**src/rtl/pattern_sweeper.sv**
```systemverilog
// Exhaustive 9-input stimulus sweeper: drives all 512 vectors on A..I, samples X after a settle
// delay, and accumulates a ones count and CRC-16 signature. Optional abort via SWEEP_ABORT_EN.
module pattern_sweeper #(
  parameter int unsigned SETTLE = 1
) (
  input  logic        CLK,
  input  logic        RST,
  input  logic        START,
`ifdef SWEEP_ABORT_EN
  input  logic        ABORT,
`endif
  input  logic        X,
  output logic        A,
  output logic        B,
  output logic        C,
  output logic        D,
  output logic        E,
  output logic        F,
  output logic        G,
  output logic        H,
  output logic        I,
  output logic        BUSY,
  output logic        DONE,
  output logic [9:0]  ONES,
  output logic [15:0] SIG
);

  localparam logic [3:0] LastWait = 4'(SETTLE - 1);

  typedef enum logic [1:0] {StIdle, StWait, StSample} state_e;

  state_e      r_state, w_state_d;
  logic [8:0]  r_idx, w_idx_d;
  logic [3:0]  r_wcnt, w_wcnt_d;
  logic        r_busy, w_busy_d;
  logic        r_done, w_done_d;
  logic [9:0]  r_ones, w_ones_d;
  logic [15:0] r_sig, w_sig_d;

  always_comb begin
    w_state_d = r_state;
    w_idx_d   = r_idx;
    w_wcnt_d  = r_wcnt;
    w_busy_d  = r_busy;
    w_done_d  = 1'b0;
    w_ones_d  = r_ones;
    w_sig_d   = r_sig;
    case (r_state)
      StIdle: begin
        if (START) begin
          w_idx_d   = 9'd0;
          w_wcnt_d  = 4'd0;
          w_ones_d  = 10'd0;
          w_sig_d   = 16'hFFFF;
          w_busy_d  = 1'b1;
          w_state_d = StWait;
        end
      end
      StWait: begin
        w_wcnt_d = r_wcnt + 4'd1;
        if (r_wcnt == LastWait) w_state_d = StSample;
      end
      StSample: begin
        w_ones_d = r_ones + 10'(X);
        w_sig_d  = {r_sig[14:0], 1'b0} ^ ((r_sig[15] ^ X) ? 16'h1021 : 16'h0000);
        if (r_idx == 9'd511) begin
          // A..I return to zero because they are driven straight from the index
          w_idx_d   = 9'd0;
          w_busy_d  = 1'b0;
          w_done_d  = 1'b1;
          w_state_d = StIdle;
        end else begin
          w_idx_d   = r_idx + 9'd1;
          w_wcnt_d  = 4'd0;
          w_state_d = StWait;
        end
      end
      default: w_state_d = StIdle;
    endcase
`ifdef SWEEP_ABORT_EN
    // Abort keeps the partial ONES/SIG so software can inspect how far the sweep got
    if (ABORT && (r_state != StIdle)) begin
      w_idx_d   = 9'd0;
      w_wcnt_d  = 4'd0;
      w_busy_d  = 1'b0;
      w_done_d  = 1'b0;
      w_ones_d  = r_ones;
      w_sig_d   = r_sig;
      w_state_d = StIdle;
    end
`endif
  end

  always_ff @(posedge CLK) begin
    if (RST) begin
      r_state <= StIdle;
      r_idx   <= 9'd0;
      r_wcnt  <= 4'd0;
      r_busy  <= 1'b0;
      r_done  <= 1'b0;
      r_ones  <= 10'd0;
      r_sig   <= 16'hFFFF;
    end else begin
      r_state <= w_state_d;
      r_idx   <= w_idx_d;
      r_wcnt  <= w_wcnt_d;
      r_busy  <= w_busy_d;
      r_done  <= w_done_d;
      r_ones  <= w_ones_d;
      r_sig   <= w_sig_d;
    end
  end

  assign {A, B, C, D, E, F, G, H, I} = r_idx;
  assign BUSY = r_busy;
  assign DONE = r_done;
  assign ONES = r_ones;
  assign SIG  = r_sig;

endmodule

```
**config.mk**
```make
export PLATFORM = sky130hd
export DESIGN_NAME = pattern_sweeper
export DESIGN_NICKNAME = d
export VERILOG_FILES = /design/src/rtl/pattern_sweeper.sv
export SDC_FILE = /design/constraint.sdc
export NUM_CORES = 1
export LEC_CHECK = 0
export ABC_CLOCK_PERIOD_IN_PS = 4500
export BUFFER_PORTS_ARGS = -buffer_cell sky130_fd_sc_hd__clkbuf_2
export CORE_ASPECT_RATIO = 1.4
export CORE_MARGIN = 2
export CORE_UTILIZATION = 35
export DETAILED_ROUTE_END_ITERATION = 10
export PLACE_DENSITY = 0.61
export REMOVE_ABC_BUFFERS = 1
export SLEW_MARGIN = 40
export SYNTH_ARGS = -nofsm -noshare
export SYNTH_HDL_FRONTEND = slang
export SYNTH_SLANG_ARGS = --single-unit
```
**constraint.sdc**
```tcl
create_clock -name CLK -period 4.5 [get_ports CLK]
set_input_delay 0.9 -clock CLK [delete_from_list [all_inputs] [get_ports CLK]]
set_output_delay 0.9 -clock CLK [all_outputs]
set_load 0.05 [all_outputs]
```
# Yosys cells after proc, flatten, opt, wreduce, memory -nomap -nowiden
# Cells that the tools add are included.
# op_classes
n_addsub	3
eq_ne	7
mux	19
n_bitwise	3
n_reduce_logical	9
# op_table
operator	count
16-bit one-hot mux with 2 select lines	1
10-bit one-hot mux with 2 select lines	1
9-bit two-way mux	2
9-bit one-hot mux with 2 select lines	1
16-bit two-way mux	1
16-bit by 13-bit XOR with 16-bit output	1
13-bit two-way mux	1
4-bit one-hot mux with 3 select lines	1
10-bit by 1-bit adder with 10-bit output	1
10-bit two-way mux	1
9-bit by 1-bit adder with 9-bit output (second input constant)	1
9-bit == test (second input constant)	1
4-bit two-way mux	2
2-bit inequality test (second input constant)	4
2-bit one-hot mux with 3 select lines	1
3-bit AND reduction	2
4-bit by 1-bit adder with 4-bit output (second input constant)	1
4-bit zero test	1
1-bit two-way mux	4
2-bit two-way mux	2
2-bit AND reduction	2
3-bit nonzero test	1
2-bit by 1-bit == test with 1-bit output (second input constant)	1
2-bit == test (second input constant)	1
other kinds (6)	6
# totals
register_bits	43
in_bits	4
output_inout_bits	37
elab_cells	48

# Depth between registers and ports, before layout
# logic_depth
depth_word	4
ltp_mapped	7
depth_no_buf	7

# Least setup slack after synthesis
# Ideal clock, no wire load.
# synth_timing
path_kind	reg2reg
start	register r_idx[1]
end	register r_idx[7]
setup_time_ns	0.074
arrival_ns	2.222
required_time_ns	4.426
path_slack_ns	2.203
stages_incl_launch_ff	8
n_path_buf	0
synth_period_minus_slack_ns	2.297
cell_sequence	dfxtp_1 -> ha_1 -> nand2_1 -> nor3_1 -> ha_1 -> or3b_4 -> or4_1 -> a31oi_1
# synth_via
elab_chain_len	3
word_cells_on_any_way	4
cone_classes	1 x add/sub; 1 x eq/ne; 2 x mux
# synth_lines
item	line	rtl
from (decl)	33	logic [8:0] r_idx, w_idx_d;
from (signal assigned)	105	r_idx <= w_idx_d;
9-bit by 1-bit adder with 9-bit output or 9-bit == test (tied branches)	73, 66	
9-bit two-way mux *	66	if (r_idx == 9'd511) begin
9-bit one-hot mux with 2 select lines *	48	case (r_state)
# Mark *: on every way between the ends. The rest lies on a longest branch, timed or not.
# A chain may end at the register's enable or synchronous reset.

# Worst setup path in the final report
# Ends and elaborated chain as after synthesis.

==> qor.txt <==
Status: finished clean
Final period util: 48.7%
Die width: 66.8 µm
Ys flop type: dfxtp_1
Max frequency: 456 MHz
Mapped cell area: 1930 µm²
Slew Limit Fails: 0
PnR Total Power: 733 µW
Minimum clock period: 2.19 ns
GPL Wtd Cong: 0.726
Synth top area share: 44.6%
Most common cell after layout, fill and taps aside: dfxtp_1
Hold depth: 2
Vias in the first global route: 1586
Distinct cells, synth: 40
Setup Skew: 0.00710 ns
H-Tree Depth: 2
Post-synth ARST share: 0%
Dpl hpwl: 2870 µm
Die height: 91.9 µm
Ant. Diodes: 0
Setup Buffers After CTS: 0
Worst skew pair latency: 0.30 ns
Commonest cells after routing, fill and taps aside: dfxtp_1, clkbuf_2, nand2b_1, o22ai_1
FP Rows: 32
Final setup fails: 0
Clk slew on worst S/H paths: 0.09 ns
Pwr Density: 324 nW/µm²
FF-to-FF Start: r_idx[1]
1st-iter DRT viols: 118
Worst Setup EP: r_idx[7]
Rel. slew slack: 47.0%
Routed wire length: 4280 µm
R2R Setup Slk: 2.31 ns
Num Clock Sinks: 43
Syn-to-layout area delta: 17.1%
Final Core Density: 41.8%
Initial Utilization: 35.7%
Max_cap viols: 0
Critical Path Sink Type: flop
Antenna-violating nets left: 0
Max FO, Critical Path: 7
Dpl ws: 2.20 ns
Setup crit start: r_idx[1]
Syn avg cell area: 9.19 µm²
Critical setup path kind: flop to flop
Synth warnings: 0
Final net count: 254
Post-synth EDFFs: 0
Gr ovfl total: 0
Slew @ Worst Pin: 0.793 ns
Via density: 5.46
Static leakage: 0.000790 µW
Mapped Cells: 210
Clk buf depth: 2
Routed via count: 1708
Worst Reg2Reg Path Length in Cells: 7
Synth area leaders: dfxtp_1, nand2b_1, o22ai_1
DIE AREA: 6130 µm²
Required @ worst endpoint: 4.72 ns
Setup TNS Final: 0 ns
Antenna violations before repair: 0
Hold Path Class: flop to flop
Synth Register Bits: 43
CTS Root Cell: clkbuf_8
CTS tree: built
Routed len/inst: 13.7 µm
Final setup margin: 2.31 ns
Largest net degree at the start of global routing: 45
First-pass GRT wire length: 7160 µm
Cts repair resizes: 0
Sequential share of the synthesized area: 44.6%
Core area: 5410 µm²
RSZ-0062 raised after global routing: false
IO buf count: 40
Crit start category: flop
Remaining DRCs: 0
Final count of hold timing violations: 0
Worst EP arrival: 2.41 ns
Peak VDD IR: 133 µV
Num CTS Buffers: 5
Largest area contributor in the netlist: dfxtp_1
Gr usage total: 14.7%
Share of layout cells above drive strength 1: 21.6%
Post-CTS Hold Fix Bufs: 0
Drt first pass iters: 4
# IOs: 41
R2r endpoint: r_idx[7]
[cells in the mapped netlist (all sizes together) (2+ instances only)]
cell and n:
nand2b 17, buf 2, o31ai 2, a311oi 2, nand3 6, nor3 7
o21bai 2, nor2b 2, o22ai 13, o21ai 3, a31oi 5, ha 6
inv 6, nand4 3, nand3b 3, or4 9, o211ai 8, nor2 6
o311ai 2, a41oi 2, or3 3, o211a 2, a211oi 4, nand2 12
a22oi 4, or3b 3, a21oi 12, dfxtp 43, clkbuf 11, xor2 2
[layout make-up]
class	count	area, µm²
clock buffers	7	96.3
inverters	6	22.5
fillers	566	3150
repair buffers	40	200
well taps	68	85.1
multi-input cells	148	986
clock inverters	1	7.51
flip-flops and latches	43	861
[per-layer routing]
layer | track usage (%) | vias up | routed length, µm
met5 | 0 | - | 0
met4 | 6.29 | 0 | 78
li1 | - | 859 | -
met2 | 25.4 | 29 | 2100
met1 | 17.7 | 814 | 1960
met3 | 2.21 | 6 | 140
[registers in the layout (all words and copies together), names as in the netlist]
| name | flops |
|---|---|
| DONE | 1 |
| r_wcnt | 4 |
| BUSY | 1 |
| r_idx | 9 |
| ONES | 10 |
| SIG | 16 |
| r_state | 2 |
[cells by family (layout without fill, tap and decap cells)]
| logic type | count (synthesis) | count (layout) | share of synthesized area [%] |
|---|---|---|---|
| xor+xnor | 3 | 3 | 1.36 |
| buf+inv | 19 | 54 | 4.28 |
| flops | 43 | 43 | 44.6 |
| mux | 1 | 1 | 0.519 |
| fa+ha+maj | 6 | 6 | 3.89 |
| simple gates | 74 | 74 | 22.7 |
| compound gates | 64 | 64 | 22.6 |
[through the flow]
stage | hold slack [ns] | instances | cell area, µm²
detailed placement | 0.487 | 305 | 2150
CTS | 0.500 | 313 | 2260
finish | 0.499 | 313 | 2260
global placement | 0.478 | 305 | 2150
floorplan | 0.449 | 197 | 1870
global route | 0.536 | 313 | 2260
[critical path, stage by stage (launching register included)]
cell and delay, ns:
dfxtp_1 0.37, ha_1 0.28, nand2_1 0.12, nor3_1 0.06, ha_1 0.24, or3b_4 0.41, or4_1 0.48, a31oi_1 0.16
[how the worst min path moves through the flow]
stage                 to       from
6_report       r_wcnt[3]  r_wcnt[3]
4_1_cts        r_wcnt[3]  r_wcnt[3]
3_3_place_gp   r_wcnt[3]  r_wcnt[3]
2_1_floorplan  r_wcnt[3]  r_wcnt[3]
5_1_grt        r_wcnt[3]  r_wcnt[3]
3_5_place_dp   r_wcnt[3]  r_wcnt[3]
[power by group]
part	total, µW	switching [µW]	internal (µW)	leakage [µW]
clock network	279	139	140	0.0000505
logic	59.4	40.5	18.9	0.000391
registers	394	9.32	385	0.000348
No activity file was read; power rests on OpenSTA's default activity.
